--- src/rtl/ifu_pkg.sv ---
// Instruction fetch unit shared types.
// Fetch FSM states and the prefetch FIFO entry layout.
package ifu_pkg;

  localparam int WORD_W = 32;

  typedef enum logic [1:0] {
    IDLE,
    REQ,
    DRAIN
  } ifu_state_t;

  typedef struct packed {
    logic [WORD_W-1:0] inst;
    logic [WORD_W-1:0] pc;
  } ifu_entry_t;

endpackage

--- src/rtl/ifu_fifo.sv ---
// Prefetch FIFO holding fetched words with their PCs.
// Flush beats push and pop; head reads as zero when empty.
module ifu_fifo
  import ifu_pkg::*;
#(
  parameter int DEPTH = 4,
  localparam int AW = $clog2(DEPTH)
) (
  input  logic       clk,
  input  logic       rst,
  input  logic       push,
  input  logic       pop,
  input  logic       flush,
  input  ifu_entry_t wdata,
  output ifu_entry_t head,
  output logic [AW:0] count
);

  localparam logic [AW:0] FULL = (AW+1)'(DEPTH);

  ifu_entry_t mem [DEPTH];
  logic [AW-1:0] rd_ptr;
  logic [AW-1:0] wr_ptr;
  logic do_push;
  logic do_pop;

  assign do_push = push & ~flush & (count != FULL);
  assign do_pop  = pop & ~flush & (count != '0);

  always_ff @(posedge clk or negedge rst) begin
    if (!rst) begin
      rd_ptr <= '0;
      wr_ptr <= '0;
      count  <= '0;
    end else if (flush) begin
      rd_ptr <= '0;
      wr_ptr <= '0;
      count  <= '0;
    end else begin
      if (do_push) wr_ptr <= wr_ptr + 1'b1;
      if (do_pop) rd_ptr <= rd_ptr + 1'b1;
      count <= count + (AW+1)'(do_push)
                     - (AW+1)'(do_pop);
    end
  end

  always_ff @(posedge clk) begin
    if (do_push) mem[wr_ptr] <= wdata;
  end

  assign head = (count != '0) ? mem[rd_ptr] : '0;

endmodule

--- src/rtl/inst_fetch_unit.sv ---
// Instruction fetch stage: request FSM, fetch PC and prefetch FIFO.
// Redirects flush buffered words; stale in-flight requests are drained.
module inst_fetch_unit
  import ifu_pkg::*;
#(
  parameter int          DEPTH    = 4,
  parameter logic [31:0] RESET_PC = 32'd0
) (
  input  logic              clk,
  input  logic              rst,
  output logic              imem_req,
  output logic [WORD_W-1:0] imem_addr,
  input  logic              imem_ack,
  input  logic [WORD_W-1:0] imem_rdata,
  input  logic              redirect,
  input  logic [WORD_W-1:0] redirect_pc,
  input  logic              inst_ready,
  output logic              inst_valid,
  output logic [WORD_W-1:0] inst,
  output logic [WORD_W-1:0] inst_pc,
  output logic [WORD_W-1:0] inst_pc_plus1
);

  localparam int CW = $clog2(DEPTH) + 1;
  localparam logic [CW-1:0] FULL = CW'(DEPTH);

  ifu_state_t state, state_nx;
  logic [WORD_W-1:0] fpc, fpc_nx;
  logic [WORD_W-1:0] req_addr, req_addr_nx;
  logic [CW-1:0] count, count_nx;
  logic push, pop;
  ifu_entry_t wdata, head;

  assign pop  = inst_valid & inst_ready;
  assign push = (state == REQ) & imem_ack & ~redirect;
  assign count_nx = count + CW'(push) - CW'(pop);
  assign wdata = '{inst: imem_rdata, pc: req_addr};

  ifu_fifo #(.DEPTH(DEPTH)) u_fifo (
    .clk   (clk),
    .rst   (rst),
    .push  (push),
    .pop   (pop),
    .flush (redirect),
    .wdata (wdata),
    .head  (head),
    .count (count)
  );

  always_comb begin
    state_nx    = state;
    fpc_nx      = fpc;
    req_addr_nx = req_addr;
    unique case (state)
      IDLE: begin
        if (redirect) begin
          state_nx    = REQ;
          fpc_nx      = redirect_pc;
          req_addr_nx = redirect_pc;
        end else if (count < FULL) begin
          state_nx    = REQ;
          req_addr_nx = fpc;
        end
      end
      REQ: begin
        if (redirect) begin
          fpc_nx = redirect_pc;
          if (imem_ack) req_addr_nx = redirect_pc;
          else state_nx = DRAIN;
        end else if (imem_ack) begin
          fpc_nx = fpc + 32'd1;
          if (count_nx < FULL) req_addr_nx = fpc + 32'd1;
          else state_nx = IDLE;
        end
      end
      DRAIN: begin
        if (redirect) fpc_nx = redirect_pc;
        // the latest redirect target is the one fetched
        if (imem_ack) begin
          state_nx    = REQ;
          req_addr_nx = fpc_nx;
        end
      end
      default: state_nx = IDLE;
    endcase
  end

  always_ff @(posedge clk or negedge rst) begin
    if (!rst) begin
      state    <= IDLE;
      fpc      <= RESET_PC;
      req_addr <= RESET_PC;
    end else begin
      state    <= state_nx;
      fpc      <= fpc_nx;
      req_addr <= req_addr_nx;
    end
  end

  assign imem_req      = (state != IDLE);
  assign imem_addr     = req_addr;
  assign inst_valid    = (count != '0);
  assign inst          = head.inst;
  assign inst_pc       = head.pc;
  assign inst_pc_plus1 = inst_valid ? head.pc + 32'd1 : '0;

endmodule

--- config.mk ---
export PLATFORM = sky130hd
export DESIGN_NAME = inst_fetch_unit
export DESIGN_NICKNAME = d
export VERILOG_FILES = /design/src/rtl/ifu_pkg.sv /design/src/rtl/ifu_fifo.sv /design/src/rtl/inst_fetch_unit.sv
export SDC_FILE = /design/constraint.sdc
export NUM_CORES = 1
export LEC_CHECK = 0
export ABC_AREA = 1
export BUFFER_PORTS_ARGS = -buffer_cell sky130_fd_sc_hd__buf_2
export CAP_MARGIN = 0
export CORE_MARGIN = 2
export CORE_UTILIZATION = 53
export DETAILED_ROUTE_END_ITERATION = 8
export PLACE_DENSITY_LB_ADDON = 0.1
export SLEW_MARGIN = 10
export SYNTH_ARGS = -nofsm -noshare
export SYNTH_HDL_FRONTEND = slang
export SYNTH_SLANG_ARGS = --single-unit
--- constraint.sdc ---
create_clock -name clk -period 4.32 [get_ports clk]
set_input_delay 0.216 -clock clk [delete_from_list [all_inputs] [get_ports clk]]
set_output_delay 0.216 -clock clk [all_outputs]
set_load 0.05 [all_outputs]
Yosys cells after proc, flatten, opt, wreduce, memory -nomap -nowiden
Memory sizes are Yosys's and may differ from the RTL's.
Cells that the tools add are included.
Word-level totals
  register bits after elaboration: 73
  latch bits: 0
  RAM bits: 256
  ROM bits: 0
  bits of input ports: 69
  output and inout bits: 130
  word-level logic and storage cells: 75
  memories kept: 1
Memories
  u_fifo.mem: words 4, bits a word 64, rd ports 1, clocked after memory_dff 0, wr ports 1, RTL line ifu_fifo.sv:21  | ifu_entry_t mem [DEPTH];
Operators by class
  $add $sub $neg: 8
  multipliers: 0
  div/mod/pow operators: 0
  magnitude comparators: 2
  eq/ne operators: 10
  shifts and indexed selects: 0
  multiplexer cells: 29
  bitwise operators: 8
  reduce and logical (&&, ||, !) cells: 11
Operator list (count)
  $mux 32: 11
  $pmux 32 s3: 1
  $add 32x1->32 const B: 2
  $mux 64: 1
  $pmux 32 s2: 1
  $mux 2: 11
  $ne 3x3->1 const B: 5
  $reduce_and 5->1: 2
  $reduce_bool 2->1: 4
  $and 1x1->1: 7
  $add 3x1->3: 2
  $lt 3x3->1 const B: 2
  $pmux 2 s3: 1
  $reduce_bool 3->1: 2
  $sub 3x1->3: 2
  $add 2x1->2 const B: 2
  $ne 2x2->1 const B: 2
  $mux 3: 1
  $ne 3x2->1 const B: 1
  $eq 2x1->1 const B: 1
  $eq 2x2->1 const B: 1
  $logic_not 2->1: 1
  $mux 1: 2
  $reduce_and 2->1: 1
  other kinds (2): 2

Longest topological paths before layout
  depth in word-level cells: 10
  depth in mapped cells: 20
  mapped depth without buffers: 15

Modules after synthesis
A second synthesis with hierarchy kept.
Second synthesis, totals
  cells, all modules: 2027
  area total of the unflattened synthesis: 16935.0 um2
Modules (own cells, without submodules)
  ifu_fifo: instances 1, cells an instance 1072, area each 11339.6 um2, seq. area each 7862.5 um2
  inst_fetch_unit: instances 1, cells an instance 955, area each 5595.4 um2, seq. area each 1651.6 um2

Least setup slack after synthesis
OpenSTA, ideal clock, no wires.
  kind: register to register
  start point: register state[0]
  end point: memory u_fifo.mem[0][0] (netlist name) (enable)
  setup time: 487 ps
  arrival time: 3617 ps
  required time: 3833 ps
  slack: 216 ps
  stages on the path, launching flop included: 7
  path buffers: 0
  period minus slack after synthesis: 4104 ps
  path through: dfrtp_1 -> inv_2 -> nor2_4 -> nand2_2 -> nor2_2 -> o31ai_1 -> nor2_1
On the way
  word-level cells in the longest chain between the ends: 7
Ends and longest elaborated chain
  from (decl): RTL line inst_fetch_unit.sv:27  | ifu_state_t state, state_nx;
  from (signal assigned): RTL line inst_fetch_unit.sv:94  | state <= state_nx;
  $eq 2x1->1: RTL line inst_fetch_unit.sv:35  | assign push = (state == REQ) & imem_ack & ~redirect;
  $and 1x1->1 (2 in a row): RTL line inst_fetch_unit.sv:35
  $and 1x1->1 (2 in a row): RTL line ifu_fifo.sv:27  | assign do_push = push & ~flush & (count != FULL);
  $mux 1: RTL line ifu_fifo.sv:48  | if (do_push) mem[wr_ptr] <= wdata;
  $mux 1 (implied by the code): RTL line ifu_fifo.sv:48
  to (decl): RTL line ifu_fifo.sv:21
No other way between the ends.

Worst setup path in the final report
  start point: register u_fifo.rd_ptr[0]
  end point: output port inst_pc_plus1[30]
On the way
  word-level cells in the longest chain between the ends: 4
Ends and longest elaborated chain
  from (decl): RTL line ifu_fifo.sv:22  | logic [AW-1:0] rd_ptr;
  from (signal assigned): RTL line ifu_fifo.sv:41  | if (do_pop) rd_ptr <= rd_ptr + 1'b1;
  $mem_v2 4x64
  $mux 64: RTL line ifu_fifo.sv:51  | assign head = (count != '0) ? mem[rd_ptr] : '0;
  $add 32x1->32: RTL line inst_fetch_unit.sv:105  | assign inst_pc_plus1 = inst_valid ? head.pc + 32'd1 : '0;
  $mux 32: RTL line inst_fetch_unit.sv:105
  to (decl): RTL line inst_fetch_unit.sv:21  | output logic [WORD_W-1:0] inst_pc_plus1
No other way between the ends.

==> flow_summary.toml <==
[status]
status = "finished, final reports clean"

[die]
io_pins = 199
die_area_sq_um = 32950
die_x_um = 181.5
coreArea_sq_um = 31310
initial_utilization_pct = 53.35
die_h_um = 181.5
rows = 65

[clock_tree]
cts_tree = "yes"
cts_made_buffers = 36
clkSinkCount = 329
cts.clk_slew.worst_paths_ns = 0.06
clkLatencyLatePin_ns = 0.54
clockBufferDepth = 3
clock-root-buffer = "clkbuf_16"
postCtsSetupBuffers = 0
htreeDepth = 2

[setup_path]
path_cells = "inv_16 > nand2_1 > nand3_1 > nand3_1 > inv_1 > ha_1 > inv_1 > nor2_2 > nand2_2 > nor2_4 > nand2_1 > nand2_1 > nand2_1 > inv_1 > buf_2"
required_ns = 4.10
arrival_ns = 3.70
crit_family = "buffers and inverters"
startpoint_type = "flip-flop"
crit_slowest_cell = "dfrtp_4"
worst-r2r-cell-count = 15
crit_path_end_kind = "primary output"
cp_num_buf_inv = 5
crit_fanout = 132
reg2reg_slack_ns = 1.41
cpPeakStageDelay_ns = 0.77
r2r_end = "imem_addr[16]"
worst_path_most_repeated_cell = "nand2_1"
critPathKind = "flip-flop to primary output"
r2r_start = "u_fifo.count[1]"

[worst_hold_path]
hp-class = "input pin to flip-flop"
holdPathStages = 5
min-delay-start = "redirect_pc[0]"
hold_path_end = "fpc[0]"

[finish]
fin_area_sq_um = 19430
final_common_cell = "nand2_1"
layout.nets = 2243
fillCellCount = 2727
fin_util_pct = 62.05
most-common-layout-cells = "580 x nand2_1, 302 x nor2_1, 256 x edfxtp_1, 197 x buf_2, 175 x inv_1"
fin_cells = 2592
drive_gt1_share_pct = 14.62
area_growth_pct = 16.31

[global_route]
grt_max_degree = 133
grt_pass1_vias = 13195
grt_pass1_wl_um = 70950
grt_remaining_overflow = 0
grtUsageTotal_pct = 27.29
antenna_found_initial = 2

[synth]
synth_nets = 2039
yosys_warnings = 0
avgSynthCellArea_sq_um = 8.527
yosysUniqueCellTypes = 38
ys_seq_elements = 329
syn_inst = 1959
ys.flop_type = "edfxtp_1"
synth-seq-area-share_pct = 56.96
syn_area_sq_um = 16700
synth-edff-count = 256
async_flop_share_pct = 22.19

[timing]
whs_ns = 0.06288
fin_crit_sh_pct = 90.65
fmax_ghz = 0.2554
fin_tns_setup_ns = 0
slew_viol_final = 0
tightest_slew_ns = 0.9746
fin_worst_skew_ns = 0.02061
maxSlewHeadroom_pct = 35.03
setup_viol = 0
fin_ws_ns = 0.4039
rsz0062_at_grt = "false"
finalHoldViolations = 0
period_minus_slack_ns = 3.916

[place]
io_buffers = 198
hpwlAfterDp_um = 29160
pre_cts_ws_ns = 0.7812
gp_congestion = 0.9723
dp_cells = 2494
placed_cell_area_sq_um = 17960

[power_and_ir_drop]
p_total_mw = 15.03
power.leakage_nw = 8.681
powerDensity_nw_per_um2 = 773.8
max-vdd-ir-drop_mv = 0.6516

[drt]
num_vias = 13978
viasPerCell = 5.393
wl_per_cell_um = 17.26
post-route-drc-count = 0
drtIter0Drc = 1349
wl_um = 44730
dr.pass1.iters = 6
ant_nets = 0

[flow_run]
max_cap_viol_count = 0
[metal layers]
layer	part of all wire, %	global-route usage, %	vias to the layer above
li1	-	-	6835
met1	46	39.96	6583
met2	46	43.11	486
met3	6.2	3.470	74
met4	2.3	7.837	0
met5	0	0	-
[worst max-delay path by stage]
stage                      from           endpoint  slack, ns  cells after the start
2_1_floorplan          state[0]   u_fifo.mem[0][0]       0.22                      6
3_3_place_gp   u_fifo.rd_ptr[0]  inst_pc_plus1[30]       0.87                     15
3_5_place_dp   u_fifo.rd_ptr[0]  inst_pc_plus1[16]       0.78                     12
4_1_cts        u_fifo.rd_ptr[0]  inst_pc_plus1[16]       0.21                     12
5_1_grt        u_fifo.rd_ptr[0]  inst_pc_plus1[30]       0.07                     16
6_report       u_fifo.rd_ptr[0]  inst_pc_plus1[30]       0.40                     15
[cell type report]
type	count	area (sq um)	share of cell area (%)
Sequential cell	329	9519	49.00
Antenna cell	1	2.502	0.01288
Multi-Input combinational cell	1358	6037	31.07
Timing Repair Buffer	255	1545	7.954
Inverter	183	703.2	3.619
Clock buffer	49	1001	5.152
Tap cell	402	503.0	2.589
Clock inverter	15	116.4	0.5990
[cells by family after synthesis]
logic type      synth area share, %
mux                          0.1199
flops                         56.96
fa+ha+maj                    0.8689
simple gates                  27.22
xor+xnor                     0.5768
compound gates                7.146
buf+inv                       7.109
[sequential cells by signal, summed over array words and instances (netlist names)]
signal and count:
u_fifo.rd_ptr 2, imem_addr 32, u_fifo.count 3, fpc 32, state 2, u_fifo.mem 256
u_fifo.wr_ptr 2
[worst min-delay path, delay by kind of cell]
family	cells	cell delay, ns
and+or+nand+nor	2	0.12
buffers and inverters	1	0.10
AOI/OAI and AO/OA	2	0.13
[what timing repair did]
action,CTS,global route
hold endpoints to repair,180,0
setup endpoints to repair,0,4
resized for setup,0,3
hold buffers,33,0
[synthesized netlist by cell type (2+ instances only)]
| cell type | number | area share [%] |
|---|---|---|
| o211ai_1 | 4 | 0.18 |
| o21ai_1 | 6 | 0.18 |
| inv_2 | 6 | 0.13 |
| o31ai_1 | 2 | 0.090 |
| nand2_2 | 6 | 0.22 |
| clkbuf_1 | 29 | 0.65 |
| nor2_1 | 306 | 6.9 |
| dfrtp_1 | 73 | 11 |
| o21bai_1 | 2 | 0.090 |
| nor3_1 | 12 | 0.36 |
| a21oi_1 | 63 | 1.9 |
| nand2_1 | 580 | 13 |
| nor2_2 | 14 | 0.52 |
| nand3_2 | 5 | 0.30 |
| buf_2 | 22 | 0.66 |
| o21ai_0 | 142 | 4.3 |
| inv_1 | 175 | 3.9 |
| o22ai_1 | 5 | 0.19 |
| ha_1 | 10 | 0.75 |
| edfxtp_1 | 256 | 46 |
| a211oi_1 | 2 | 0.090 |
| buf_1 | 14 | 0.31 |
| nand3_1 | 150 | 4.5 |
| xor2_1 | 11 | 0.58 |
| buf_4 | 13 | 0.58 |
| nand4_1 | 21 | 0.79 |
| buf_6 | 11 | 0.74 |
| nor2_4 | 8 | 0.54 |
| mux2i_1 | 2 | 0.12 |
[report_power, final]
part	total (mW)	internal, mW	switching, mW
sequential	4.70	4.09	0.605
combinational	7.43	1.68	5.76
clock	2.90	1.65	1.25
total	15.0	7.42	7.61
(Power assumes the default switching activity.)
